==> src/rtl/spu_hazard_pkg.sv <==
// Shared constants and types for the SPU branch hazard controller.
//   NREG : number of architectural registers
//   AW   : register address width
//   LW   : pending-latency field width
//   SCW  : stall performance counter width
//   bc_state_t : branch control FSM state (RUN, HOLD, FLUSH)
package spu_hazard_pkg;

  localparam int NREG = 128;
  localparam int AW   = 7;
  localparam int LW   = 3;
  localparam int SCW  = 16;

  typedef enum logic [1:0] {
    RUN   = 2'd0,
    HOLD  = 2'd1,
    FLUSH = 2'd2
  } bc_state_t;

endpackage

==> src/rtl/spu_reg_scoreboard.sv <==
// Per-register pending-write latency scoreboard.
// Each entry holds the number of cycles until the pending result reaches the
// EX/MEM forwarding point; 0 means the register file holds the value.
// Ports:
//   clk, reset          : clock, synchronous active-high reset
//   iss_valid, iss_wr   : instruction issued to EX that writes a register
//   iss_rt, iss_lat     : its destination and latency
//   ra, rb              : two read addresses
//   eff_a, eff_b        : effective remaining latency (with same-cycle bypass)
module spu_reg_scoreboard
  import spu_hazard_pkg::*;
#(
  parameter int NREG_P = NREG,
  parameter int AW_P   = AW,
  parameter int LW_P   = LW
) (
  input  logic            clk,
  input  logic            reset,
  input  logic            iss_valid,
  input  logic            iss_wr,
  input  logic [AW_P-1:0] iss_rt,
  input  logic [LW_P-1:0] iss_lat,
  input  logic [AW_P-1:0] ra,
  input  logic [AW_P-1:0] rb,
  output logic [LW_P-1:0] eff_a,
  output logic [LW_P-1:0] eff_b
);

  logic [LW_P-1:0] cnt [NREG_P];
  logic            iss_we;
  logic [LW_P-1:0] lat_next;

  assign iss_we = iss_valid & iss_wr;

  // The issuing cycle itself already sees iss_lat through the bypass, so the
  // stored value is one less: the entry always holds the remaining latency
  // as seen in the cycle it is read.
  assign lat_next = (iss_lat == '0) ? '0 : iss_lat - LW_P'(1);

  always_ff @(posedge clk) begin
    if (reset) begin
      for (int i = 0; i < NREG_P; i++) cnt[i] <= '0;
    end else begin
      for (int i = 0; i < NREG_P; i++) begin
        if (iss_we && (iss_rt == AW_P'(i))) begin
          cnt[i] <= lat_next;
        end else if (cnt[i] != '0) begin
          cnt[i] <= cnt[i] - LW_P'(1);
        end
      end
    end
  end

  assign eff_a = (iss_we && (iss_rt == ra)) ? iss_lat : cnt[ra];
  assign eff_b = (iss_we && (iss_rt == rb)) ? iss_lat : cnt[rb];

endmodule

==> src/rtl/spu_branch_hazard_ctrl.sv <==
// Branch operand hazard control for the SPU decode stage.
// Decides per cycle whether a branch in ID reads its operands from the
// register file, the EX/MEM forwarding path, or must stall; flushes the
// wrong-path fetch for one cycle after a taken branch resolves.
// Ports:
//   clk, reset                     : clock, synchronous active-high reset
//   iss_valid/iss_wr/iss_rt/iss_lat: instruction entering EX
//   br_valid/br_use_a/br_use_b     : branch in ID and which operands it reads
//   br_ra/br_rb                    : branch source registers
//   br_taken                       : branch outcome, sampled on resolve
//   stall                          : hold IF/ID, bubble into EX
//   fwd_sel_a                      : 1 = operand A from EX/MEM
//   fwd_sel_b                      : 0 = operand B from EX/MEM (active-low)
//   flush                          : kill instruction in IF/ID
//   stall_cycles                   : saturating stall cycle count
//   state                          : FSM state, for observation
//
// Handshake: a branch is consumed (resolves) in any cycle where br_valid=1,
// stall=0 and the FSM is not in FLUSH; upstream keeps it stable otherwise.
module spu_branch_hazard_ctrl
  import spu_hazard_pkg::*;
#(
  parameter int NREG_P = NREG,
  parameter int AW_P   = AW,
  parameter int LW_P   = LW,
  parameter int SCW_P  = SCW
) (
  input  logic             clk,
  input  logic             reset,
  input  logic             iss_valid,
  input  logic             iss_wr,
  input  logic [AW_P-1:0]  iss_rt,
  input  logic [LW_P-1:0]  iss_lat,
  input  logic             br_valid,
  input  logic             br_use_a,
  input  logic             br_use_b,
  input  logic [AW_P-1:0]  br_ra,
  input  logic [AW_P-1:0]  br_rb,
  input  logic             br_taken,
  output logic             stall,
  output logic             fwd_sel_a,
  output logic             fwd_sel_b,
  output logic             flush,
  output logic [SCW_P-1:0] stall_cycles,
  output bc_state_t        state
);

  logic [LW_P-1:0] eff_a;
  logic [LW_P-1:0] eff_b;
  logic            active;
  logic            hz_a, hz_b, fw_a, fw_b;
  logic            resolve;
  bc_state_t       state_q, state_n;

  spu_reg_scoreboard #(
    .NREG_P (NREG_P),
    .AW_P   (AW_P),
    .LW_P   (LW_P)
  ) u_sb (
    .clk       (clk),
    .reset     (reset),
    .iss_valid (iss_valid),
    .iss_wr    (iss_wr),
    .iss_rt    (iss_rt),
    .iss_lat   (iss_lat),
    .ra        (br_ra),
    .rb        (br_rb),
    .eff_a     (eff_a),
    .eff_b     (eff_b)
  );

  // In FLUSH the branch in ID is the wrong-path instruction being killed.
  assign active = br_valid && (state_q != FLUSH);

  assign hz_a = br_use_a && (eff_a >= LW_P'(2));
  assign hz_b = br_use_b && (eff_b >= LW_P'(2));
  assign fw_a = br_use_a && (eff_a == LW_P'(1));
  assign fw_b = br_use_b && (eff_b == LW_P'(1));

  assign stall     = active && (hz_a || hz_b);
  assign fwd_sel_a = active && fw_a;
  assign fwd_sel_b = !(active && fw_b);
  assign resolve   = active && !stall;

  always_comb begin
    state_n = state_q;
    case (state_q)
      RUN, HOLD: begin
        if (stall)        state_n = HOLD;
        else if (resolve) state_n = br_taken ? FLUSH : RUN;
      end
      FLUSH:   state_n = RUN;
      default: state_n = RUN;
    endcase
  end

  always_ff @(posedge clk) begin
    if (reset) state_q <= RUN;
    else       state_q <= state_n;
  end

  always_ff @(posedge clk) begin
    if (reset) begin
      stall_cycles <= '0;
    end else if (stall && (stall_cycles != '1)) begin
      stall_cycles <= stall_cycles + SCW_P'(1);
    end
  end

  assign flush = (state_q == FLUSH);
  assign state = state_q;

endmodule

==> config.mk <==
export PLATFORM = sky130hd
export DESIGN_NAME = spu_branch_hazard_ctrl
export DESIGN_NICKNAME = d
export VERILOG_FILES = /design/src/rtl/spu_hazard_pkg.sv /design/src/rtl/spu_reg_scoreboard.sv /design/src/rtl/spu_branch_hazard_ctrl.sv
export SDC_FILE = /design/constraint.sdc
export NUM_CORES = 1
export LEC_CHECK = 0
export ABC_AREA = 1
export CORE_UTILIZATION = 45
export DETAILED_ROUTE_END_ITERATION = 16
export SETUP_SLACK_MARGIN = 0.3
export SYNTH_ARGS = -nofsm -noshare
export SYNTH_HDL_FRONTEND = slang
export SYNTH_SLANG_ARGS = --single-unit
export TNS_END_PERCENT = 30
==> constraint.sdc <==
create_clock -name clk -period 3.2 [get_ports clk]
set_clock_uncertainty 0.1 [all_clocks]
set_input_delay 0.48 -clock clk [delete_from_list [all_inputs] [get_ports clk]]
set_output_delay 0.48 -clock clk [all_outputs]
set_load 0.005 [all_outputs]
=== Word level (Yosys, flattened, before mapping) ===
Memories as Yosys holds them, arrays and structs flattened.
Index checks and enable logic that the tools add are counted.

* Eq/ne operators: 135
* Bitwise operators: 258
* Mux-type cells: 1160
* Order comparisons: 2
* Reductions and logical operators: 278
* $add $sub $neg: 130

{| class="wikitable"
|+ Operators with widths
! cell !! count
|-
| 1-bit two-way mux || 900
|-
| 3-bit two-way mux || 259
|-
| 7-bit equality test (second input constant) || 64
|-
| 3-bit by 1-bit subtractor with 3-bit output (second input constant) || 129
|-
| 3-bit nonzero test || 128
|-
| 1-bit OR || 256
|-
| 7-bit by 6-bit equality test with 1-bit output (second input constant) || 32
|-
| 1-bit logical AND || 140
|-
| 7-bit by 5-bit equality test with 1-bit output (second input constant) || 16
|-
| 7-bit by 4-bit equality test with 1-bit output (second input constant) || 8
|-
| 7-bit by 3-bit equality test with 1-bit output (second input constant) || 4
|-
| 16-bit by 1-bit adder with 16-bit output (second input constant) || 1
|-
| 16-bit != test (second input constant) || 1
|-
| 7-bit by 2-bit equality test with 1-bit output (second input constant) || 2
|-
| 7-bit equality test || 2
|-
| 7-bit by 1-bit equality test with 1-bit output (second input constant) || 1
|-
| 7-bit zero test || 1
|-
| 3-bit by 1-bit equality test with 1-bit output (second input constant) || 2
|-
| 3-bit by 2-bit >= comparator with 1-bit output (second input constant) || 2
|-
| 2-bit OR reduction || 2
|-
| 3-bit zero test || 1
|-
| 3-bit OR reduction || 1
|-
| 2-bit by 1-bit equality test with 1-bit output (second input constant) || 1
|-
| 2-bit equality test (second input constant) || 1
|-
| other kinds (8) || 9
|}

* Bits in writable memories: 384
* Memories: 1
* Flip-flop bits (word level): 18
* Input port bits: 32
* Output and inout port bits: 22
* Logic and storage cells: 1967

{| class="wikitable"
|+ Memories
! name !! words !! bits a word !! read ports !! clocked after memory_dff !! write ports !! line !! text
|-
| u_sb.cnt || 128 || 3 || 130 || 0 || 128 || spu_reg_scoreboard.sv:29 || <nowiki>logic [LW_P-1:0] cnt [NREG_P];</nowiki>
|}

=== Longest topological paths before layout ===
Gate-level depths: netlist (run 1).

* Depth in word-level cells: 11
* Gate-level depth with buffers: 22
* Depth with buffers taken out: 19

=== Modules after synthesis ===
Synthesis (run 1) repeated with hierarchy kept, for this count alone.

* Cell total of the unflattened synthesis: 4869
* Area total of the unflattened synthesis: 34335.4 um2

{| class="wikitable"
|+ Modules (own cells, without submodules)
! module !! times used !! sequential area each (um2) !! cells each !! area an instance (um2)
|-
| spu_reg_scoreboard || 1 || 11531.1 || 4691 || 33214.4
|-
| spu_branch_hazard_ctrl || 1 || 360.3 || 178 || 1121.1
|}

=== Worst setup path before layout (run 1) ===
No wires, ideal clock.

* Path type: input to output
* Start: in br_ra[0]
* End: out fwd_sel_a
* Slack: 457 ps
* Buffers on the path: 5
* Stages on the path: 16
* Data arrival time: 2163 ps
* Required time: 2620 ps
* Cell sequence: buf_6 > buf_4 > buf_4 > buf_2 > buf_4 > a21oi_1 > o21ai_0 > o21ai_0 > o21ai_0 > o211ai_1 > o211ai_1 > nand2_1 > nand2_1 > nand3_1 > nand4_1 > nor2_1

* Word-level cells in the longest chain between the ends: 6
* Elaborated cells between the ends (all ways): 7
* Those cells by class: 2 x eq/ne; 1 x mux; 3 x reduce/logical; 1 x memory

{| class="wikitable"
|+ RTL lines
! item !! line !! text
|-
| start, declared || spu_branch_hazard_ctrl.sv:37 || <nowiki>input logic [AW_P-1:0] br_ra,</nowiki>
|-
| branches (longest 2 deep; another with memory 128 x 3 bit) || -- ||
|-
| 3-bit two-way mux (*) || spu_reg_scoreboard.sv:54 || <nowiki>assign eff_a = (iss_we && (iss_rt == ra)) ? iss_lat : cnt[ra];</nowiki>
|-
| 3-bit by 1-bit equality test with 1-bit output (*) || spu_branch_hazard_ctrl.sv:77 || <nowiki>assign fw_a = br_use_a && (eff_a == LW_P'(1));</nowiki>
|-
| 1-bit logical AND (*) || spu_branch_hazard_ctrl.sv:77 ||
|-
| 1-bit logical AND (*) || spu_branch_hazard_ctrl.sv:81 || <nowiki>assign fwd_sel_a = active && fw_a;</nowiki>
|-
| end, declared || spu_branch_hazard_ctrl.sv:41 || <nowiki>output logic fwd_sel_a,</nowiki>
|}

Mark *: on every way between the ends.

==> run metrics, run 1 <==
run status finished with violations; failing checks setup timing; routed vias ~33k; layout filler cell count 6857; final std cells w/o fill 5692; Req. time, crit path 2.62 ns; Iter 0 DRT Violations 3852; post-layout worst setup margin -0.255 ns; most common cell after layout, fill and taps aside nand2_1; element type at the critical path end output port; XOR/XNOR share of the synthesized area 0.00188; routed length per instance roughly 21 um; All-Layer GR Usage 0.323; number of buffers on the longest clock path 3; Layout Area Growth over Synthesis 19.8%; count of final setup violators 3; Max Transition Viols Final 0; #FFs+latches synth 402; # Max-Cap Violations 0; unrepaired setup endpoints after global routing true; IR Drop Worst-Case VDD 504 uV; length of the first detailed-routing pass in iterations 9; Core Region 71600 sq um; most frequent cells in the layout nand2_1, inv_1, nand3_1, edfxtp_1, nor2_1; path depth of the worst reg2reg path 21; Core Util, Final 0.546; Post-Syn Area 32700 sq um; static leakage power 0.0182 uW; final routed DRC violation total 0; fraction of synthesized area in multiplexers 0.0163; total die area roughly 74000 sq um; warnings from Yosys 0; final hold violation count 0; Final Hold Slack 0.388 ns; post-synthesis average cell area 7.38 sq um; initial antenna violation count 1; Syn Inst Count 4425; Die Span Y 271 um; total congestion overflow after global routing 0; arrival time reported for the critical path endpoint 2.88 ns; final period utilization 1.08; combinational family with the most area after synthesis simple AND/OR/NAND/NOR gates; num rows 98; worst slew margin relative to its limit 0.305; hpwl dp 87000 um; hold depth 2; H-tree depth 2; width of the die 271 um; register area share after synthesis 0.364; Achievable Freq ~0.29 GHz; Primary FF master, synth edfxtp_1; number of distinct library cells after synthesis 50; share of flip-flops with an asynchronous set or reset after synthesis 0; number of clock sinks seen by CTS 402; worst slack at placement -0.886 ns; fraction of final layout cells with drive strength greater than 1 0.129; clock network latency to the later pin of the worst-skew pair between 0.6 and 0.7 ns; Area after DPL around 37000 sq um; synthesized net count 4714; via density per instance 5.79; count of antenna diodes in the layout 0; wire length of the first global-routing pass 183000 um; slew of the pin with the lowest slew margin around 1.0 ns; maximum number of pins on one net before global-route repair 68; TritonCTS Buffers 50; Port-buffer cells 53; critical path type reg -> out; # placed instances 5569; CTS root buf clkbuf_16; Net count, final 4990; I/O pin count 54; Min-Delay Path Class reg -> reg; number of global-route vias before repair 31.0k; Post-DRT Antenna Nets 0; Routed WL between 100000 and 150000 um; synthesized-area fraction occupied by adder cells 0.0985; Reg clk slew, reported paths 0.06 ns; post-synthesis compound-gate area fraction 0.172; CTS tree yes; min cycle time layout 3.46 ns; number of synthesized flops with an enable pin 384; post-synthesis share of cell area spent on and, or, nand and nor gates 0.231; type of origin of the critical path register; starting density of the core 0.456; Final Cell Area 39100 sq um; final estimated routing congestion in global placement a little under 1; CP Max Fanout 2; pwr/cell area 668 nW/um^2
[state kept, by name (all words and copies together), names as in the netlist]
| register | count |
|---|---|
| u_sb.cnt | 384 |
| stall_cycles | 16 |
| state | 2 |
[where the power goes]
group          internal, uW  switching, uW
clock network          3180           2440
registers              8310           1210
logic                  4400           6580
[cell families after synthesis]
family                     after synthesis
DFF                                    402
buffers and inverters                  954
muxes                                   51
adders and majority gates              257
AOI/OAI and AO/OA                      943
xor gates and xnor gates                 7
and+or+nand+nor                       1811
[critical path, stage by stage (launching register included)]
cell	delay, ns
edfxtp_1	0.37
inv_2	0.06
a21oi_2	0.12
o21ai_1	0.09
o21ai_1	0.10
buf_4	0.16
o21ai_1	0.06
o21bai_1	0.15
o211ai_1	0.21
o211ai_1	0.15
nand2_1	0.11
nand2_1	0.06
nand3_1	0.07
nand4_1	0.09
nor2_2	0.23
buf_4	0.16
buf_6	0.08
[final timing paths]
path / start / end / slack [ns]
setup reg to reg: u_sb.cnt[85][0] / u_sb.cnt[85][2] / 0.03
hold reg to reg: state[0] / state[0] / 0.39
hold / removal: state[0] / state[0] / 0.39
setup / recovery: u_sb.cnt[85][0] / fwd_sel_a / -0.26
[layer usage]
metal,up-vias,track usage,share of wire
met5,-,0,0
met4,0,0.125,0.040
met3,265,0.0635,0.11
met2,1655,0.499,0.43
met1,15430,0.444,0.42
li1,15624,-,-
[what timing repair did]
action | 4_1_cts | 5_1_grt
resized for setup | 99 | 26
setup endpoints to repair | 3 | 9
hold endpoints to repair | 0 | 0
cloned | 2 | 0
hold buffers | 0 | 0
setup buffers | 27 | 1
pin swaps | 32 | 13
[cell type report]
class / instances / area (sq um) / share of cell area
Inverter: 699 / 2640 / 0.0675
Multi-Input combinational cell: 3069 / 17200 / 0.440
Clock inverter: 32 / 221 / 0.00566
Clock buffer: 61 / 1330 / 0.0341
Tap cell: 950 / 1190 / 0.0304
Timing Repair Buffer: 479 / 4630 / 0.118
Sequential cell: 402 / 11900 / 0.304
[cells in the mapped netlist, types with 15 or more instances]
library cell | count | area, sq um
inv_1 | 690 | 2590
buf_2 | 76 | 380
buf_4 | 15 | 113
nand4_1 | 19 | 119
o21a_1 | 24 | 180
a211oi_1 | 76 | 571
clkbuf_1 | 127 | 477
o21bai_1 | 17 | 128
mux2_2 | 17 | 191
nor2_1 | 381 | 1430
edfxtp_1 | 384 | 11500
buf_1 | 25 | 93.8
o211ai_1 | 75 | 563
nor3_1 | 29 | 145
mux2i_1 | 34 | 340
a31oi_1 | 31 | 194
dfxtp_1 | 18 | 360
o21ai_1 | 16 | 80.1
nand3_1 | 465 | 2330
o21ai_0 | 355 | 1780
ha_1 | 257 | 3220
nand2_1 | 899 | 3370
a311oi_1 | 55 | 482
o22ai_1 | 35 | 219
a21oi_1 | 225 | 1130
[stage by stage]
step                      power [uW]  TNS [ns]
final                          26100    -0.512
after global routing           28100    -0.757
after CTS                      25900    -0.307
after detailed placement       19900     -5.06
after global placement         19700     -6.07
after floorplan                16500         0
No activity file was read; power rests on OpenSTA's default activity.
==> run 2: changes to the inputs <==
--- a/config.mk
+++ b/config.mk
@@ -8,8 +8,10 @@
 export ABC_AREA = 1
 export CORE_UTILIZATION = 45
 export DETAILED_ROUTE_END_ITERATION = 16
+export RECOVER_POWER = 50
 export SETUP_SLACK_MARGIN = 0.3
 export SYNTH_ARGS = -nofsm -noshare
 export SYNTH_HDL_FRONTEND = slang
+export SYNTH_HIERARCHICAL = 1
 export SYNTH_SLANG_ARGS = --single-unit
 export TNS_END_PERCENT = 30
==> run metrics, run 2 <==
width of the die 278 um (+2.5%); post-synthesis average cell area 7.05 sq um (-4.4%); Req. time, crit path 2.62 ns (about the same); number of global-route vias before repair 31.8k (+2.8%); final estimated routing congestion in global placement 0.965 (-3.0%); number of synthesized flops with an enable pin 384 (unchanged); final routed DRC violation total 0 (unchanged); Post-DRT Antenna Nets 0 (unchanged); starting density of the core 0.458 (+0.00214); worst slew margin relative to its limit 0.220 (-0.0856); min cycle time layout 3.21 ns (-0.247 ns); TritonCTS Buffers 50 (unchanged); register area share after synthesis 0.346 (-0.0178); Commonest cells post-synth nand2_1, nand3_1, inv_1, nor2_1, edfxtp_1; CP Launch Point iss_valid; number of distinct library cells after synthesis 43 (-14%); static leakage power 0.0190 uW (+4.5%); routed length per instance 19.5 um (-8.0%); maximum number of pins on one net before global-route repair 67 (-1.5%); cell types occupying the most area after synthesis edfxtp_1, nand2_1, nand3_1; Routed WL 120000 um (-0.54%); share of flip-flops with an asynchronous set or reset after synthesis 0 (unchanged); register containing the most flip-flops in the final layout u_sb/cnt; CTS hold repair buffers 0 (unchanged); final hold violation count 0 (unchanged); worst r2r src u_sb/cnt[74][2]; count of final setup violators 2 (-1); series of cell instances along the critical path dlygate4sd3_1, nand2_1, nor4_1, nand4_1, nand3_2, nand2_4, o21ai_4, nand2_4, nand2_4, inv_4, buf_2; most frequent cells in the layout nand2_1, nand3_1, inv_1, nor2_1, edfxtp_1; #FFs+latches synth 402 (unchanged); Core Region 74900 sq um (+4.7%); Die Span Y 278 um (+2.5%); I/O pin count 54 (unchanged); Achievable Freq 0.312 GHz (+7.7%); initial antenna violation count 6 (+5); layout filler cell count 7192 (+4.9%); Syn Inst Count 4869 (+10%); CTS root buf clkbuf_16; Sequential Area 11900 sq um (unchanged); Port-buffer cells 53 (unchanged); IR Drop Worst-Case VDD 414 uV (-18%); # Max-Cap Violations 0 (unchanged); hpwl dp 83600 um (-3.9%); total congestion overflow after global routing 0 (unchanged); Max Transition Viols Final 0 (unchanged); hold path start reset; hold depth 4 (+2); Net count, final 5433 (+8.9%); area of the multi-input gates 20200 sq um (+17%); final period utilization 1.00 (-0.0773); CTS tree yes; All-Layer GR Usage 0.301 (-0.0214); count of antenna diodes in the layout 0 (unchanged); failing checks setup timing; number of clock sinks seen by CTS 402 (unchanged); H-tree depth 2 (unchanged); Slowest Stage Delay on Critical Path 0.52 ns (+0.15 ns); Final Cell Area 42100 sq um (+7.5%); Reg clk slew, reported paths 0.06 ns (about the same); CP Max Fanout 3 (+1); wire length of the first global-routing pass 181000 um (-0.91%); Min-Delay Path Class in -> reg; pwr/cell area 649 nW/um^2 (-2.7%); M1 GR Usage 0.398 (-0.0459); via density per instance 5.55 (-4.2%); Iter 0 DRT Violations 3368 (-13%); cell mode on critical path nand2_4; type of origin of the critical path primary input; routed vias 34.2k (+3.6%); length of the first detailed-routing pass in iterations 6 (-3); busiest layer in global routing met2; met3 routing resource usage after global routing 0.0411 (-0.0225); arrival time reported for the critical path endpoint 2.63 ns (-0.25 ns); number of buffers on the longest clock path 3 (unchanged); number of flip-flops in the largest register 384 (unchanged); CP max-delay cell dlygate4sd3_1; most common cell after layout, fill and taps aside nand2_1; post-layout worst setup margin -0.00790 ns (+0.247 ns); unrepaired setup endpoints after global routing true; critical path type in -> out; warnings from Yosys 6 (+6); routing usage on met2 0.493 (-0.00573); total power 27300 uW (+4.6%); clock network latency to the later pin of the worst-skew pair 0.61 ns (-0.02 ns); fraction of final layout cells with drive strength greater than 1 0.137 (+0.00785); Area after DPL 38200 sq um (+3.3%); Primary FF master, synth edfxtp_1; run status finished with violations; area share of the largest cell type after synthesis 0.336 (-0.0173); synthesized net count 5158 (+9.4%); post-synth top area cell edfxtp_1; Layout Area Growth over Synthesis 22.6%; element type at the critical path end output port; Post-Syn Area 34300 sq um (+5.2%); most frequently used cell type in the post-synthesis netlist nand2_1; slew of the pin with the lowest slew margin 1.17 ns (+0.128 ns); TNS Setup -0.00857 ns (+0.504 ns); num rows 100 (+2.0%); total die area 77400 sq um (+5.1%); path depth of the worst reg2reg path 20 (-4.8%)
[run 2: cell count changes after synthesis, sizes merged, moves of 58 or more]
cell    previous run  this run
a21oi            225       108
nand3            466       755
nand3b             3        63
o211ai            75        17
inv              694       564
a211oi            76       204
xor2               6        88
o21ai            371       220
nor2             382       445
nand2            901      1387
[run 2: layout make-up]
| class | count | share of cell area |
|---|---|---|
| clock inverter | 32 | 0.00803 |
| clock buffer | 62 | 0.0323 |
| timing repair buffer | 480 | 0.117 |
| multi-input combinational | 3642 | 0.479 |
| sequential | 402 | 0.283 |
| tap | 969 | 0.0288 |
| inverter | 568 | 0.0520 |
[run 2: repair_timing]
item,4_1_cts,5_1_grt
setup buffers,71,40
endpoints found under the hold margin,0,0
gates resized for setup,190,76
endpoints found under the setup margin,10,4
gates cloned,7,5
pin swaps,78,57
[run 2: metal layers]
layer | part of all wire | vias to the layer above
li1 | - | 16660
met1 | 0.42 | 15752
met2 | 0.45 | 1449
met3 | 0.080 | 303
met4 | 0.047 | 10
met5 | 0.00053 | -
[run 2: cells by family (layout without fill, tap and decap cells)]
logic type | after synthesis | in the layout | synth area share
AO/OA/AOI/OAI | 557 | 557 | 0.0983
AND/OR/NAND/NOR | 2692 | 2692 | 0.335
flip-flops | 402 | 402 | 0.346
adder cells (fa/ha/maj) | 257 | 257 | 0.0937
buffers and inverters | 825 | 1142 | 0.0921
XOR/XNOR | 136 | 136 | 0.0347
[run 2: worst max-delay path: cells and delay by family]
kind,cells,cell delay (ns)
simple gates,7,1.25
buf+inv,3,0.69
compound gates,1,0.20
[run 2: worst paths after layout]
path / to / slack, ns
max: stall / -0.008
min reg2reg: stall_cycles[12] / 0.41
max reg2reg: state[1] / 0.42
min: u_sb/cnt[95][1] / 0.38
[run 2: power by group]
part           internal (uW)  total [uW]  switching, uW  leakage (uW)
Clock                   3500        5910           2420      0.000821
Combinational           4730       11500           6740        0.0138
Sequential              8150        9930           1790       0.00431
[run 2: through the flow]
| step | std cells | setup WS (ns) | hold WS (ns) | utilization |
|---|---|---|---|---|
| CTS | 6110 | 0.00360 | 0.355 | 0.553 |
| global placement | 5938 | -0.589 | 0.391 | 0.510 |
| floorplan | 4869 | 0.397 | 0.378 | - |
| detailed placement | 5938 | -0.649 | 0.408 | 0.510 |
| global route | 6155 | -0.0994 | 0.394 | 0.561 |
| finish | 6155 | -0.00790 | 0.383 | 0.561 |
